**src/rtl/uart_rx.sv**
```systemverilog
// UART receiver: 2-flop synchronised line, 16x oversampled mid-bit sampling,
// optional odd/even parity, one-clk done pulse with flags held until the next frame.
module uart_rx #(
   parameter int CLK_FREQ   = 50_000_000,
   parameter int OVERSAMPLE = 16
) (
   input  logic       clk,
   input  logic       rst_n,
   input  logic       data_rx,
   input  logic [1:0] parity_type,
   input  logic [1:0] baud_rate,
   output logic [7:0] data_out,
   output logic       active_flag,
   output logic       done_flag,
   output logic       parity_error,
   output logic       stop_error
);

   localparam int DIV_2400  = CLK_FREQ / (2400  * OVERSAMPLE);
   localparam int DIV_4800  = CLK_FREQ / (4800  * OVERSAMPLE);
   localparam int DIV_9600  = CLK_FREQ / (9600  * OVERSAMPLE);
   localparam int DIV_19200 = CLK_FREQ / (19200 * OVERSAMPLE);
   localparam int DIV_W     = (DIV_2400 > 2) ? $clog2(DIV_2400) : 1;
   localparam int TICK_W    = (OVERSAMPLE > 2) ? $clog2(OVERSAMPLE) : 1;

   localparam logic [DIV_W-1:0]  DIV_M1_2400  = DIV_W'(DIV_2400 - 1);
   localparam logic [DIV_W-1:0]  DIV_M1_4800  = DIV_W'(DIV_4800 - 1);
   localparam logic [DIV_W-1:0]  DIV_M1_9600  = DIV_W'(DIV_9600 - 1);
   localparam logic [DIV_W-1:0]  DIV_M1_19200 = DIV_W'(DIV_19200 - 1);
   localparam logic [TICK_W-1:0] TICK_MID     = TICK_W'(OVERSAMPLE / 2 - 1);
   localparam logic [TICK_W-1:0] TICK_LAST    = TICK_W'(OVERSAMPLE - 1);

   typedef enum logic [2:0] {
      IDLE,
      START,
      DATA,
      PARITY,
      STOP,
      WAIT_IDLE
   } state_t;

   state_t              state_q, state_d;
   logic                rx_meta, rx_sync, rx_prev;
   logic [1:0]          baud_q, parity_q;
   logic [DIV_W-1:0]    div_cnt, div_m1;
   logic [TICK_W-1:0]   tick_cnt;
   logic [2:0]          bit_cnt;
   logic [7:0]          shift_q;
   logic                par_err_q;

   logic                fall, tick, par_on, par_expect;
   logic                start_frame, clr_tick, shift_en, par_sample, finish;

   // NOTE: the synchroniser resets to the idle-line level so reset release never looks like a start edge.
   always_ff @(posedge clk or negedge rst_n) begin
      if (!rst_n) begin
         rx_meta <= 1'b1;
         rx_sync <= 1'b1;
         rx_prev <= 1'b1;
      end else begin
         // NOTE: non-blocking assignments let every flop sample the pre-edge values, forming a true shift chain.
         rx_meta <= data_rx;
         rx_sync <= rx_meta;
         rx_prev <= rx_sync;
      end
   end

   assign fall       = rx_prev & ~rx_sync;
   assign par_on     = (parity_q == 2'b01) || (parity_q == 2'b10);
   assign par_expect = (parity_q == 2'b01) ? ~^shift_q : ^shift_q;
   assign tick       = (state_q != IDLE) && (div_cnt == div_m1);

   always_comb begin
      case (baud_q)
         2'b00:   div_m1 = DIV_M1_2400;
         2'b01:   div_m1 = DIV_M1_4800;
         2'b10:   div_m1 = DIV_M1_9600;
         default: div_m1 = DIV_M1_19200;
      endcase
   end

   // NOTE: every output of this block gets a default first, so no path can infer a latch.
   always_comb begin
      state_d     = state_q;
      start_frame = 1'b0;
      clr_tick    = 1'b0;
      shift_en    = 1'b0;
      par_sample  = 1'b0;
      finish      = 1'b0;
      case (state_q)
         IDLE: begin
            if (fall) begin
               state_d     = START;
               start_frame = 1'b1;
            end
         end
         START: begin
            if (tick && tick_cnt == TICK_MID) begin
               clr_tick = 1'b1;
               state_d  = rx_sync ? IDLE : DATA;
            end
         end
         DATA: begin
            if (tick && tick_cnt == TICK_LAST) begin
               shift_en = 1'b1;
               if (bit_cnt == 3'd7) state_d = par_on ? PARITY : STOP;
            end
         end
         PARITY: begin
            if (tick && tick_cnt == TICK_LAST) begin
               par_sample = 1'b1;
               state_d    = STOP;
            end
         end
         STOP: begin
            if (tick && tick_cnt == TICK_LAST) begin
               finish  = 1'b1;
               state_d = rx_sync ? IDLE : WAIT_IDLE;
            end
         end
         WAIT_IDLE: begin
            if (rx_sync) state_d = IDLE;
         end
         default: state_d = IDLE;
      endcase
   end

   always_ff @(posedge clk or negedge rst_n) begin
      if (!rst_n) begin
         state_q   <= IDLE;
         baud_q    <= 2'b00;
         parity_q  <= 2'b00;
         div_cnt   <= '0;
         tick_cnt  <= '0;
         bit_cnt   <= '0;
         shift_q   <= '0;
         par_err_q <= 1'b0;
      end else begin
         state_q <= state_d;
         if (start_frame) begin
            baud_q   <= baud_rate;
            parity_q <= parity_type;
         end
         if (state_q == IDLE || tick) div_cnt <= '0;
         else                         div_cnt <= div_cnt + 1'b1;
         if (start_frame || clr_tick) tick_cnt <= '0;
         else if (tick)               tick_cnt <= (tick_cnt == TICK_LAST) ? '0 : tick_cnt + 1'b1;
         if (start_frame || clr_tick) bit_cnt <= '0;
         else if (shift_en)           bit_cnt <= bit_cnt + 1'b1;
         // LSB arrives first, so new bits enter at the top and drift down.
         if (shift_en) shift_q <= {rx_sync, shift_q[7:1]};
         if (start_frame)     par_err_q <= 1'b0;
         else if (par_sample) par_err_q <= rx_sync ^ par_expect;
      end
   end

   always_ff @(posedge clk or negedge rst_n) begin
      if (!rst_n) begin
         data_out     <= 8'h00;
         active_flag  <= 1'b0;
         done_flag    <= 1'b0;
         parity_error <= 1'b0;
         stop_error   <= 1'b0;
      end else begin
         done_flag   <= finish;
         active_flag <= (state_d != IDLE) && (state_d != WAIT_IDLE);
         if (finish) begin
            data_out     <= shift_q;
            parity_error <= par_on & par_err_q;
            stop_error   <= ~rx_sync;
         end
      end
   end

endmodule

```
**config.mk**
```make
export PLATFORM = sky130hd
export DESIGN_NAME = uart_rx
export DESIGN_NICKNAME = d
export VERILOG_FILES = /design/src/rtl/uart_rx.sv
export SDC_FILE = /design/constraint.sdc
export NUM_CORES = 1
export LEC_CHECK = 0
export BUFFER_PORTS_ARGS = -buffer_cell sky130_fd_sc_hd__buf_4
export CAP_MARGIN = 25
export CORE_UTILIZATION = 40
export CTS_CLUSTER_DIAMETER = 40
export DETAILED_ROUTE_END_ITERATION = 10
export PLACE_DENSITY = 0.59
export SYNTH_ARGS = -nofsm -noshare
export SYNTH_HDL_FRONTEND = slang
export SYNTH_SLANG_ARGS = --single-unit
export TNS_END_PERCENT = 50
```
**constraint.sdc**
```tcl
create_clock -name clk -period 2.8 [get_ports clk]
set_clock_uncertainty 0.15 [all_clocks]
set_input_delay 0.28 -clock clk [delete_from_list [all_inputs] [get_ports clk]]
set_output_delay 0.28 -clock clk [all_outputs]
set_load 0.01 [all_outputs]
```
======== Word level (Yosys, flattened, before mapping) ========
Index checks and enable logic that the tools add are counted.
word-level totals
  flip-flop bits (word level) ............. 49
  bits in latches ......................... 0
  bits in writable memories ............... 0
  memory bits (read-only) ................. 0
  input bits .............................. 7
  logic and storage cells ................. 82
  memories kept ........................... 0
operators by class
  add/sub/neg operators ................... 3
  $mul .................................... 0
  div/mod/pow operators ................... 0
  $lt $le $gt $ge ......................... 0
  eq/ne operators ......................... 14
  shift operators ......................... 0
  multiplexer cells ....................... 29
  bitwise gates (word level) .............. 4
  reductions and logical operators ........ 16
operator list
  kind                   count
  $mux 3                 11
  $pmux 11 s3            1
  $pmux 3 s6             1
  $mux 4                 3
  $add 11x1->11 const B  1
  $eq 11x11->1           1
  $mux 1                 11
  $mux 11                1
  $eq 3x3->1 const B     3
  $reduce_xnor 8->1      1
  $reduce_xor 8->1       1
  $eq 3x2->1 const B     2
  $reduce_bool 2->1      3
  $reduce_bool 3->1      2
  $add 4x1->4 const B    1
  $eq 2x1->1 const B     2
  $eq 2x2->1 const B     2
  $eq 4x3->1 const B     1
  $eq 4x4->1 const B     1
  $logic_and 1x1->1      4
  $add 3x1->3 const B    1
  $eq 3x1->1 const B     1
  $logic_not 3->1        1
  $logic_or 1x1->1       3
  6 further kinds        7

======== Longest topological paths before layout ========
  word-level depth ........................ 9
  gate-level depth with buffers ........... 10
  mapped depth without buffers ............ 8

======== Least setup slack after synthesis ========
Ideal clock, no wire load.
  path type ............................... reg2reg
  start point ............................. register baud_q[0]
  end point ............................... register active_flag
  library setup time ...................... 0.140 ns
  arrival ................................. 2.381 ns
  setup slack ............................. 0.129 ns
  stages on the path, launching flop included .. 7
  path buffers ............................ 0
  clock period less this slack ............ 2.671 ns
  cells stage by stage .................... dfrtp_1 -> ha_1 -> or4_4 -> a211oi_1 -> mux2_2 -> or3_4 -> mux2i_1
on the way
  cells in the longest elaborated chain, start to end .. 9
  elaborated cells between the ends (all ways) .. 16
  those cells by class .................... eq/ne: 4; mux: 6; reduce/logical: 6
ends and longest elaborated chain
  what                                                    RTL line  RTL
  start, declared                                         44        logic [1:0] baud_q, parity_q;
  start signal, assigned                                  141       baud_q <= baud_rate;
  $eq 2x2->1, or another cell as far along                74        case (baud_q)
  $pmux 11 s3 *                                           74
  $eq 11x11->1 *                                          71        assign tick = (state_q != IDLE) && (div_cnt == div_m1);
  $logic_and 1x1->1 *                                     71
  $logic_and 1x1->1 (on tied branches)                    -
  $mux 3 (on tied branches)                               -
  $pmux 3 s6 *                                            90        case (state_q)
  net state_d[0]                                          42        state_t state_q, state_d;
  $ne 3x3->1 / $reduce_bool 3->1 (equally long branches)  166       active_flag <= (state_d != IDLE) && (state_d != WAIT_IDLE);
  $logic_and 1x1->1 *                                     166
  end signal, assigned                                    166
  end, declared                                           13        output logic active_flag,
Mark *: on every way through the listed nets, which the timed path passes. The rest lies on a longest branch.
A chain may end at the register's enable or synchronous reset.

======== Worst setup path in the final report ========
  start point ............................. register baud_q[1]
  end point ............................... register active_flag
Same word-level chain as after synthesis.

==> impl_metrics.ini <==
[worst_setup_path]
arrival_worst_endpoint_ps = 2700
crit_path_max_fanout = 3
register_to_register_setup_slack_ps = 120
critPathRequiredTime_ps = 2820
critical_path.endpoint_type = flip-flop
timing.setup.critical_path_class = flip-flop to flip-flop
critical_path.startpoint_type = flip-flop

[logic_synthesis]
synth_top_cell_by_area = sky130_fd_sc_hd__dfrtp_1
synthesis.instances = 240
post_synth_main_area_contributors = sky130_fd_sc_hd__dfrtp_1 (47%), sky130_fd_sc_hd__nand2_1 (6.9%), sky130_fd_sc_hd__ha_1 (4.6%)
synth-seq-area-share = 0.505
synth_enable_flop_cells = 0
ys_warn_count = 0
ys.flop_type = sky130_fd_sc_hd__dfrtp_1
synth_seq_cells = 49
synth_cell_types = 41
ys_async_sr_fraction = 1.00
synth_largest_type_area_fraction = 0.472
yosys-top-cells-count = sky130_fd_sc_hd__dfrtp_1 (46), sky130_fd_sc_hd__nand2_1 (45), sky130_fd_sc_hd__nor2_1 (26)
synth_area_um2 = 2440
syn-num-nets = 256
avgSynthCellArea_um2 = 10.2
synth.most_common_cell = sky130_fd_sc_hd__dfrtp_1

[routing]
drc = 0
detail_route.wirelength_mm = 4.72
num_vias = 1720
detail_route.iter0.violations = 76
route.detailed.wl_per_inst_um = 13.9
dr.pass1.iters = 4
drtAntennaViolNets = 0
viasPerCell = 5.06

[global_routing]
grt_start_max_net_pins = 50
gr-usage-all-layers = 0.165
vias_in_the_first_global_route = 1707
grt-ovfl-total = 0
number_of_antenna_violations_at_the_first_check_in_global_routing = 0
first_pass_grt_wire_length_mm = 8.02

[timing]
rsz_0062_raised_after_global_routing = false
slew_at_the_pin_closest_to_its_max_slew_limit_ps = 621
max_clock_freq_mhz = 373
final.period_utilization = 0.957
hold_viol_final = 0
timing.final.crit_period_ps = 2680
setup_viol = 0
report.final.slew_viol_count = 0
fin_ws_ps = 120
timing.slew.headroom = 0.586
setup_tns_ps = 0

[floorplan]
chipHeight_um = 80.1
rows = 28
die_area_um2 = 6410
chipWidth_um = 80.1
initial_core_util = 0.414
io_pins = 19
fp.coreArea_um2 = 5890

[pwr]
cellPowerDensity_nw_per_um2 = 574
power.leakage_nw = 1.37
ir_drop_worst_vdd_mv = 0.387

[placed_design]
port_buffers = 18
post-place-ws_ps = 16.0
post-dp-hpwl_mm = 3.25
gpl.final_weighted_congestion = 0.831

[clock_network]
clock-root-buffer = sky130_fd_sc_hd__clkbuf_8
tritoncts = yes
cts_buf_count = 5
clk_latency_ps = 300
h-tree-depth = 2
clk_pin_slew_ps = 90
clock_tree.buffer_depth = 2
clock_sinks = 49

[final_layout]
nets = 280
final_layout_size_suffix_gt1_frac = 0.185
areaGrowthSynthToFinish_pct = 14.7
number_of_inserted_diodes = 0

[run]
cap_violations = 0

[worst_hold_path]
holdCritPathClass = primary input to flip-flop

[status]
outcome = finished, final reports clean
[worst max-delay path, stage by stage, from the launching register on]
cell and delay (ps):
sky130_fd_sc_hd__dfrtp_1 390, sky130_fd_sc_hd__inv_1 80, sky130_fd_sc_hd__ha_1 200, sky130_fd_sc_hd__or4_4 550
sky130_fd_sc_hd__a211oi_2 310, sky130_fd_sc_hd__mux2_2 370, sky130_fd_sc_hd__or3_4 370, sky130_fd_sc_hd__mux2i_1 130
[cell usage in the layout, fill, tap and decap left out, types with 6 or more instances in the layout]
cell and instances:
sky130_fd_sc_hd__nand2_1 45, sky130_fd_sc_hd__nand3_1 10, sky130_fd_sc_hd__buf_4 22, sky130_fd_sc_hd__dfrtp_1 46
sky130_fd_sc_hd__inv_1 6, sky130_fd_sc_hd__mux2_2 9, sky130_fd_sc_hd__ha_1 9, sky130_fd_sc_hd__xnor2_1 12
sky130_fd_sc_hd__o21ai_0 6, sky130_fd_sc_hd__xor2_1 11, sky130_fd_sc_hd__nor2_1 26
[path summary, 6_finish.rpt]
check,from,endpoint,depth (start not counted)
setup / recovery,baud_q[1]$_DFFE_PN0P_,active_flag$_DFF_PN0_,7
hold / removal,parity_type[0],parity_q[0]$_DFFE_PN0P_,3
setup reg to reg,baud_q[1]$_DFFE_PN0P_,active_flag$_DFF_PN0_,7
hold reg to reg,rx_meta$_DFF_PN1_,rx_sync$_DFF_PN1_,0
max in group asynchronous,rst_n,tick_cnt[2]$_DFFE_PN0P_,2
min in group asynchronous,rst_n,state_q[0]$_DFF_PN0_,2
[logic make-up after synthesis]
| kind of cell | Yosys count | synth area share |
|---|---|---|
| and+or+nand+nor | 111 | 0.216 |
| buffers and inverters | 13 | 0.0282 |
| xor gates and xnor gates | 23 | 0.0826 |
| AOI/OAI and AO/OA | 21 | 0.0606 |
| adders and majority gates | 9 | 0.0462 |
| muxes | 14 | 0.0621 |
| DFF | 49 | 0.505 |
[state kept, by name, indices dropped and copies added, names as in the netlist]
| register | cells |
|---|---|
| active_flag | 1 |
| baud_q | 2 |
| bit_cnt | 3 |
| data_out | 8 |
| div_cnt | 11 |
| done_flag | 1 |
| par_err_q | 1 |
| parity_error | 1 |
| parity_q | 2 |
| rx_meta | 1 |
| rx_prev | 1 |
| rx_sync | 1 |
| shift_q | 8 |
| state_q | 3 |
| stop_error | 1 |
| tick_cnt | 4 |
[what timing repair did]
action	4_1_cts	5_1_grt
endpoints found under the hold margin	47	0
hold buffers	2	0
setup buffers	0	0
gates resized for setup	1	1
endpoints found under the setup margin	1	1
[layout make-up]
| cell class | count | area [µm²] |
|---|---|---|
| clock buffer | 5 | 68.8 |
| inverter | 6 | 22.5 |
| fill | 570 | 3090 |
| tap | 75 | 93.8 |
| timing repair buffer | 24 | 185 |
| multi-input combinational | 178 | 1150 |
| sequential | 49 | 1230 |
| clock inverter | 3 | 46.3 |
[where the power goes]
group / total, mW / internal (mW) / switching, mW / leakage, nW
clock: 0.510 / 0.268 / 0.243 / 0.0543
sequential: 0.834 / 0.767 / 0.0667 / 0.639
combinational: 0.261 / 0.127 / 0.133 / 0.679
[stage by stage]
stage | total power, mW | cell area (µm²) | utilization | cells | hold slack [ps]
after global routing | 1.69 | 2800 | 0.475 | 340 | 29.2
after CTS | 1.61 | 2790 | 0.474 | 340 | 7.59
after detailed placement | 1.10 | 2650 | 0.450 | 330 | 194
after global placement | 1.10 | 2650 | 0.450 | 330 | 196
final | 1.60 | 2800 | 0.475 | 340 | 11.6
after floorplan | 1.01 | 2440 | - | 240 | -166
[routing by layer]
layer	wire, µm	GRT usage
met1	2160	0.199
met2	2360	0.294
met3	138	0.0341
met4	71	0.0464
met5	0	0
Note: power is estimated with default switching activity, not from simulation.
